$ cat config.mk
export PLATFORM = sky130hd
export DESIGN_NAME = vga_box_render
export DESIGN_NICKNAME = d
export VERILOG_FILES = /design/src/rtl/vga_box_render.sv
export SDC_FILE = /design/constraint.sdc
export NUM_CORES = 1
export LEC_CHECK = 0
export CAP_MARGIN = 20
export CORE_AREA = 2 2 87 89
export CTS_BUF_LIST = sky130_fd_sc_hd__clkbuf_2
export CTS_CLUSTER_DIAMETER = 120
export DETAILED_ROUTE_END_ITERATION = 6
export DIE_AREA = 0 0 89 91
export PLACE_DENSITY = 0.95
export SLEW_MARGIN = 20
export SYNTH_ARGS = -nofsm -noshare
export SYNTH_HDL_FRONTEND = slang
export SYNTH_SLANG_ARGS = --single-unit
$ cat constraint.sdc
create_clock -name clk -period 5 [get_ports clk]
set_clock_uncertainty 0.15 [all_clocks]
set_input_delay 0.5 -clock clk [delete_from_list [all_inputs] [get_ports clk]]
set_output_delay 0.5 -clock clk [all_outputs]
set_load 0.1 [all_outputs]
$ cat src/rtl/vga_box_render.sv
// vga_box_render: draws a bouncing/button-driven 32x32 box over a bordered background for 800x600 SVGA; optional grid via VGA_GRID_EN
module vga_box_render #(
  parameter int SCREEN_WIDTH  = 800,
  parameter int SCREEN_HEIGHT = 600,
  parameter int BOX_SIZE      = 32,
  parameter int STEP          = 4,
  parameter int IDLE_FRAMES   = 120
) (
  input  logic        clk,
  input  logic        w_rst_n,
  input  logic [10:0] pos_x,
  input  logic [10:0] pos_y,
  input  logic        video_on,
  input  logic        hsync_in,
  input  logic        vsync_in,
  input  logic        btn_left,
  input  logic        btn_right,
  input  logic        btn_up,
  input  logic        btn_down,
  input  logic        pause,
  output logic [3:0]  vga_r,
  output logic [3:0]  vga_g,
  output logic [3:0]  vga_b,
  output logic        hsync_out,
  output logic        vsync_out,
  output logic        frame_tick
);
  localparam int IW = $clog2(IDLE_FRAMES);
  localparam logic [11:0] STP = 12'(STEP);
  localparam logic [11:0] BSZ = 12'(BOX_SIZE);
  localparam logic [11:0] MAXX = 12'(SCREEN_WIDTH - BOX_SIZE);
  localparam logic [11:0] MAXY = 12'(SCREEN_HEIGHT - BOX_SIZE);
  localparam logic [IW-1:0] IDLE_LAST = IW'(IDLE_FRAMES - 1);
  typedef enum logic {AUTO, MANUAL} mode_t;
  mode_t mode;
  logic [10:0] box_x, box_y;
  logic dx, dy;
  logic [IW-1:0] idle_cnt;
  logic vs_d, tick, any_btn, manual;
  logic [11:0] x12, y12, px12, py12, nx, ny;
  logic ndx, ndy;
  logic in_box_q, border_q, von_q;
  logic [11:0] rgb_q, bg, colour;
  logic [1:0] hs_q, vs_q;
  assign tick = vs_d & ~vsync_in;
  assign any_btn = btn_left | btn_right | btn_up | btn_down;
  assign manual = any_btn | (mode == MANUAL);
  assign x12 = {1'b0, box_x};
  assign y12 = {1'b0, box_y};
  assign px12 = {1'b0, pos_x};
  assign py12 = {1'b0, pos_y};
  // next box position/direction; manual moves clamp, auto moves bounce off the edges
  always_comb begin
    nx = x12;
    ny = y12;
    ndx = dx;
    ndy = dy;
    if (manual) begin
      if (btn_left & ~btn_right) nx = (x12 >= STP) ? x12 - STP : 12'd0;
      else if (btn_right & ~btn_left) nx = (x12 + STP > MAXX) ? MAXX : x12 + STP;
      if (btn_up & ~btn_down) ny = (y12 >= STP) ? y12 - STP : 12'd0;
      else if (btn_down & ~btn_up) ny = (y12 + STP > MAXY) ? MAXY : y12 + STP;
    end else begin
      if (dx) begin
        nx = (x12 + STP >= MAXX) ? MAXX : x12 + STP;
        ndx = ~(x12 + STP >= MAXX);
      end else begin
        nx = (x12 <= STP) ? 12'd0 : x12 - STP;
        ndx = (x12 <= STP);
      end
      if (dy) begin
        ny = (y12 + STP >= MAXY) ? MAXY : y12 + STP;
        ndy = ~(y12 + STP >= MAXY);
      end else begin
        ny = (y12 <= STP) ? 12'd0 : y12 - STP;
        ndy = (y12 <= STP);
      end
    end
  end
  // frame tick detection plus once-per-frame position and mode update
  always_ff @(posedge clk or negedge w_rst_n) begin
    if (!w_rst_n) begin
      vs_d <= 1'b1;
      frame_tick <= 1'b0;
      box_x <= 11'd384;
      box_y <= 11'd284;
      dx <= 1'b1;
      dy <= 1'b1;
      mode <= AUTO;
      idle_cnt <= '0;
    end else begin
      vs_d <= vsync_in;
      frame_tick <= tick;
      if (tick && !pause) begin
        box_x <= nx[10:0];
        box_y <= ny[10:0];
        dx <= ndx;
        dy <= ndy;
        if (any_btn) begin
          mode <= MANUAL;
          idle_cnt <= '0;
        end else if (mode == MANUAL) begin
          mode <= (idle_cnt == IDLE_LAST) ? AUTO : MANUAL;
          idle_cnt <= (idle_cnt == IDLE_LAST) ? '0 : idle_cnt + 1'b1;
        end
      end
    end
  end
`ifdef VGA_GRID_EN
  logic grid_q;
  assign bg = grid_q ? 12'h888 : 12'h004;
  // grid classification registered alongside the other stage-1 flags
  always_ff @(posedge clk or negedge w_rst_n) begin
    if (!w_rst_n) grid_q <= 1'b0;
    else grid_q <= (pos_x[5:0] == 6'd0) || (pos_y[5:0] == 6'd0);
  end
`else
  assign bg = 12'h004;
`endif
  assign colour = !von_q ? 12'h000 :
                  in_box_q ? ((mode == MANUAL) ? 12'hF00 : 12'hFFF) :
                  border_q ? 12'h0F0 : bg;
  // two-stage colour pipeline with sync delayed to match
  always_ff @(posedge clk or negedge w_rst_n) begin
    if (!w_rst_n) begin
      in_box_q <= 1'b0;
      border_q <= 1'b0;
      von_q <= 1'b0;
      rgb_q <= 12'h000;
      hs_q <= 2'b11;
      vs_q <= 2'b11;
    end else begin
      in_box_q <= (px12 >= x12) && (px12 < x12 + BSZ) && (py12 >= y12) && (py12 < y12 + BSZ);
      border_q <= (pos_x == 11'd0) || (pos_x == 11'(SCREEN_WIDTH - 1)) ||
                  (pos_y == 11'd0) || (pos_y == 11'(SCREEN_HEIGHT - 1));
      von_q <= video_on;
      rgb_q <= colour;
      hs_q <= {hs_q[0], hsync_in};
      vs_q <= {vs_q[0], vsync_in};
    end
  end
  assign {vga_r, vga_g, vga_b} = rgb_q;
  assign hsync_out = hs_q[1];
  assign vsync_out = vs_q[1];
endmodule

==> results.txt <==
----------------------------------------------------
[Run status]
  Run status ... completed

[Yosys]
  Number of synthesized flops with an enable pin ... 0
  Total nets after synthesis ... 647
  Sequential fraction of the synthesis area ... around 23%
  Async set or reset register ratio after synthesis ... 100%
  Count of different cell masters after synthesis ... 74
  Library cell with the largest summed area after synthesis ... dfrtp_1
  Synth top area cells ... dfrtp_1, ha_1, dfstp_2, o21ai_0, xnor2_1
  Synth Cell Area ... 4470 µm²
  Avg Inst Size Synth ... 7.85 µm²
  Synthesis warning total ... 0
  Flip-flop and latch count after synthesis ... 40
  Area share of the largest cell type after synthesis ... 15.7%
  Number of instances in the synthesized netlist ... 569
  Most frequently used flop master after synthesis ... dfrtp_1

[Route]
  Vias post-DR ... about 4,600
  Vias per std cell ... approximately 6.7
  Routed wire length ... 12,800 µm
  Routed len/inst ... between 15 and 20 µm
  ANT nets after route ... 0
  Number of iterations in the first detailed-routing pass ... 6
  Starting DRT DRC Count ... 432
  Post-route DRC ... 0

[Setup path]
  Start-to-end type of the worst setup path ... flip-flop to flip-flop
  Type of element launching the critical path ... flip-flop
  FF-to-FF End ... box_y[6]$_DFFE_PN0P_
  Crit path required time ... 5.19 ns
  Largest driver fanout on the critical path ... 15
  Critical path endpoint category ... flip-flop
  Reg-to-reg critical path startpoint ... box_y[2]$_DFFE_PN1P_
  Crit path DAT ... 3.40 ns
  List of cells traversed by the critical path ... ha_1, and4_1, and3_1, nor2_1, o41ai_2, and2_1, a21oi_1, a2111oi_2
  Setup slack, reg-to-reg ... 1.79 ns
  R2r worst-path depth ... 8
  Slowest-stage cell, CP ... dfstp_2
  Slowest cell delay on critical path ... 0.77 ns

[Power]
  Combinational fraction of design power ... between 50% and 60%
  Cell internal power dissipation ... 0.902 mW
  Leak ... 1.97 nW
  Maximum ir drop on the vdd rail ... 183 µV
  Switching share of total power ... 50.9%
  Clock network fraction of total power ... 10.9%
  Seq pwr share ... between 30% and 40%
  Total power divided by cell area ... 375 nW/µm²
  Reported net switching power ... roughly 0.94 mW

[Layout]
  Post-layout utilization of the core ... 68.7%
  Number of filler instances in the final layout ... slightly above 600
  Final #Nets ... between 600 and 700
  Ratio of cells with drive above 1 in the final layout ... about 6.5%
  Final antenna diode count ... 0
  Area added between synthesis and finish ... 9.81%
  Total non-filler cell area in the finished layout ... about 5000 µm²

[Floorplan]
  Effective utilization at floorplan ... 62.6%
  Horizontal extent of the die ... 89 µm
  Count of standard-cell rows ... 31
  Area of the core ... 7140 µm²
  I/O pins ... 47
  Chip Height ... a little over 90 µm
  Die Footprint ... between 8000 and 9000 µm²

[Clocking]
  Bufs on Longest Clock Path ... 2
  TritonCTS clock tree ... yes
  Clk sinks ... 40
  Clock latency on the worst-skew pair ... 0.43 ns
  Number of buffers inserted during clock tree synthesis ... 5
  Clock root cell ... clkbuf_2
  Total setup buffers inserted after CTS ... 0
  Hold-fix buffers, CTS ... 0
  Clock-pin slew reported for the worst setup and hold paths after clock tree synthesis ... between 0.2 and 0.25 ns
  Number of H-tree levels ... 2
  Post-cts repair resize count ... 0

[Hold path]
  Hold Crit Class ... input pin to async pin

[Timing]
  Setup Viol. Count Final ... 0
  Pin slew with the least headroom to its limit ... 0.987 ns
  Setup slack after layout ... around 1.8 ns
  Max-slew violations ... 0
  Setup tns final ... 0 ns
  Worst max-slew margin expressed relative to the limit ... 34.0%
  Final hold violation count ... 0
  Unrepaired setup endpoints after global routing ... false
  Fmax ... just over 300 MHz
  Tmin final ... approximately 3.2 ns
  Period utilisation layout ... 64.3%

[GRT]
  Via count of the first global-routing pass ... 4,439
  Total congestion overflow ... 0
  Largest net degree at the start of global routing ... 41
  Overall track demand over capacity in global routing ... 32.9%
  Antenna violations before repair ... 0
  Global-route wire length before repair ... around 21,000 µm

[Placement]
  PortBufs ... 46
  Detail Placement HPWL ... 9680 µm
  Worst slack after detailed placement ... 1.89 ns
  Placement Cell Area ... 4840 µm²
  RePlAce Congestion ... 0.962

[Flow run]
  Number of maximum-capacitance violations ... 0

----------------------------------------------------
-- power groups by stage --
stage	clock [mW]	sequential (mW)	combinational [mW]
detailed placement	0	0.591	1.02
CTS	0.203	0.585	1.03
finish	0.201	0.595	1.04
global route	0.219	0.612	1.16
global placement	0	0.586	0.975
floorplan	0	0.474	0.874
-- kinds of logic (layout without fill, tap and decap cells) --
group                    count (synthesis)  in the layout  synth area share [%]
flip-flops                              40             40                  22.8
buffers and inverters                   73             86                  7.40
multiplexers                             3              3                 0.672
adder cells (fa/ha/maj)                 46             46                  12.9
AO/OA/AOI/OAI                          183            183                  27.2
XOR/XNOR                                25             25                  4.90
AND/OR/NAND/NOR                        199            199                  24.2
-- critical path, delay by kind of cell (launching register included) --
kind	cells	cell delay (ns)
AO/OA/AOI/OAI	3	0.89
adder cells (fa/ha/maj)	1	0.40
flip-flops	1	0.77
AND/OR/NAND/NOR	4	0.90
-- placed cells by master (no fill, tap or decap), types with 7 or more instances in the layout --
cell type and count:
nor4_1 10, inv_1 31, o31ai_1 7, nor2_1 43
clkdlybuf4s50_1 45, a21oi_1 36, o21a_1 10, and3_1 13
nor3_1 19, nand4_1 10, nor2b_1 10, nand3_1 15
dfstp_2 12, nand2_1 35, ha_1 46, xnor2_1 22
dfrtp_1 28, nand2b_1 11, o21ai_0 56
-- cell type report --
class	instances	area [µm²]	area share, %
Clock buffer	6	30.0	0.612
Clock inverter	2	35.0	0.714
Inverter	31	116	2.37
Multi-Input combinational cell	456	3120	63.6
Sequential cell	40	1020	20.7
Tap cell	99	124	2.53
Timing Repair Buffer	47	463	9.44
-- metal layers --
layer	global-route usage (%)	vias up	routed length, µm
met2	55.6	246	6270
met5	0	-	0
met1	40.1	2159	4990
met4	14.6	0	520
li1	-	2124	-
met3	5.82	54	1020
-- through the flow --
| step | hold WS (ns) | power (mW) | instances |
|---|---|---|---|
| after floorplan | 0.0544 | 1.35 | 569 |
| after global placement | 0.199 | 1.56 | 673 |
| after detailed placement | 0.199 | 1.61 | 673 |
| after CTS | 0.0361 | 1.81 | 681 |
| after global routing | 0.0537 | 1.99 | 681 |
| final | 0.0215 | 1.84 | 681 |
-- synthesized netlist by cell type (5+ instances only) --
cell type and count:
buf_2 15, o21a_1 10, nor3_1 19, a21oi_1 36, nor2b_1 10, and3_1 13, nand2b_1 11, or4_1 5
buf_4 8, o22ai_1 6, ha_1 46, a31oi_1 5, nor2_1 43, a21boi_0 5, nand4_1 10, nor4_1 10
a211oi_1 6, clkbuf_1 15, o31ai_1 7, o21ai_0 56, dfstp_2 12, xnor2_1 22, nand3_1 15, inv_1 31
and2_1 6, dfrtp_1 28, nand2_1 35, o211ai_1 6
-- flip-flops by register name, indices dropped and copies added (netlist names), 2 cells and up --
signal	cells
idle_cnt	7
hs_q	2
rgb_q	4
box_x	9
box_y	9
vs_q	2
-- worst max path at each step --
stage | from | end | slack [ns]
2_1_floorplan | box_y[2]$_DFFE_PN1P_ | box_y[6]$_DFFE_PN0P_ | 2.45
3_3_place_gp | btn_right | box_x[2]$_DFFE_PN0P_ | 1.95
3_5_place_dp | btn_right | box_x[4]$_DFFE_PN0P_ | 1.89
4_1_cts | box_y[2]$_DFFE_PN1P_ | box_y[6]$_DFFE_PN0P_ | 1.88
5_1_grt | box_y[2]$_DFFE_PN1P_ | box_y[6]$_DFFE_PN0P_ | 1.67
6_report | box_y[2]$_DFFE_PN1P_ | box_y[6]$_DFFE_PN0P_ | 1.79
Power figures use the tool's default switching activity.
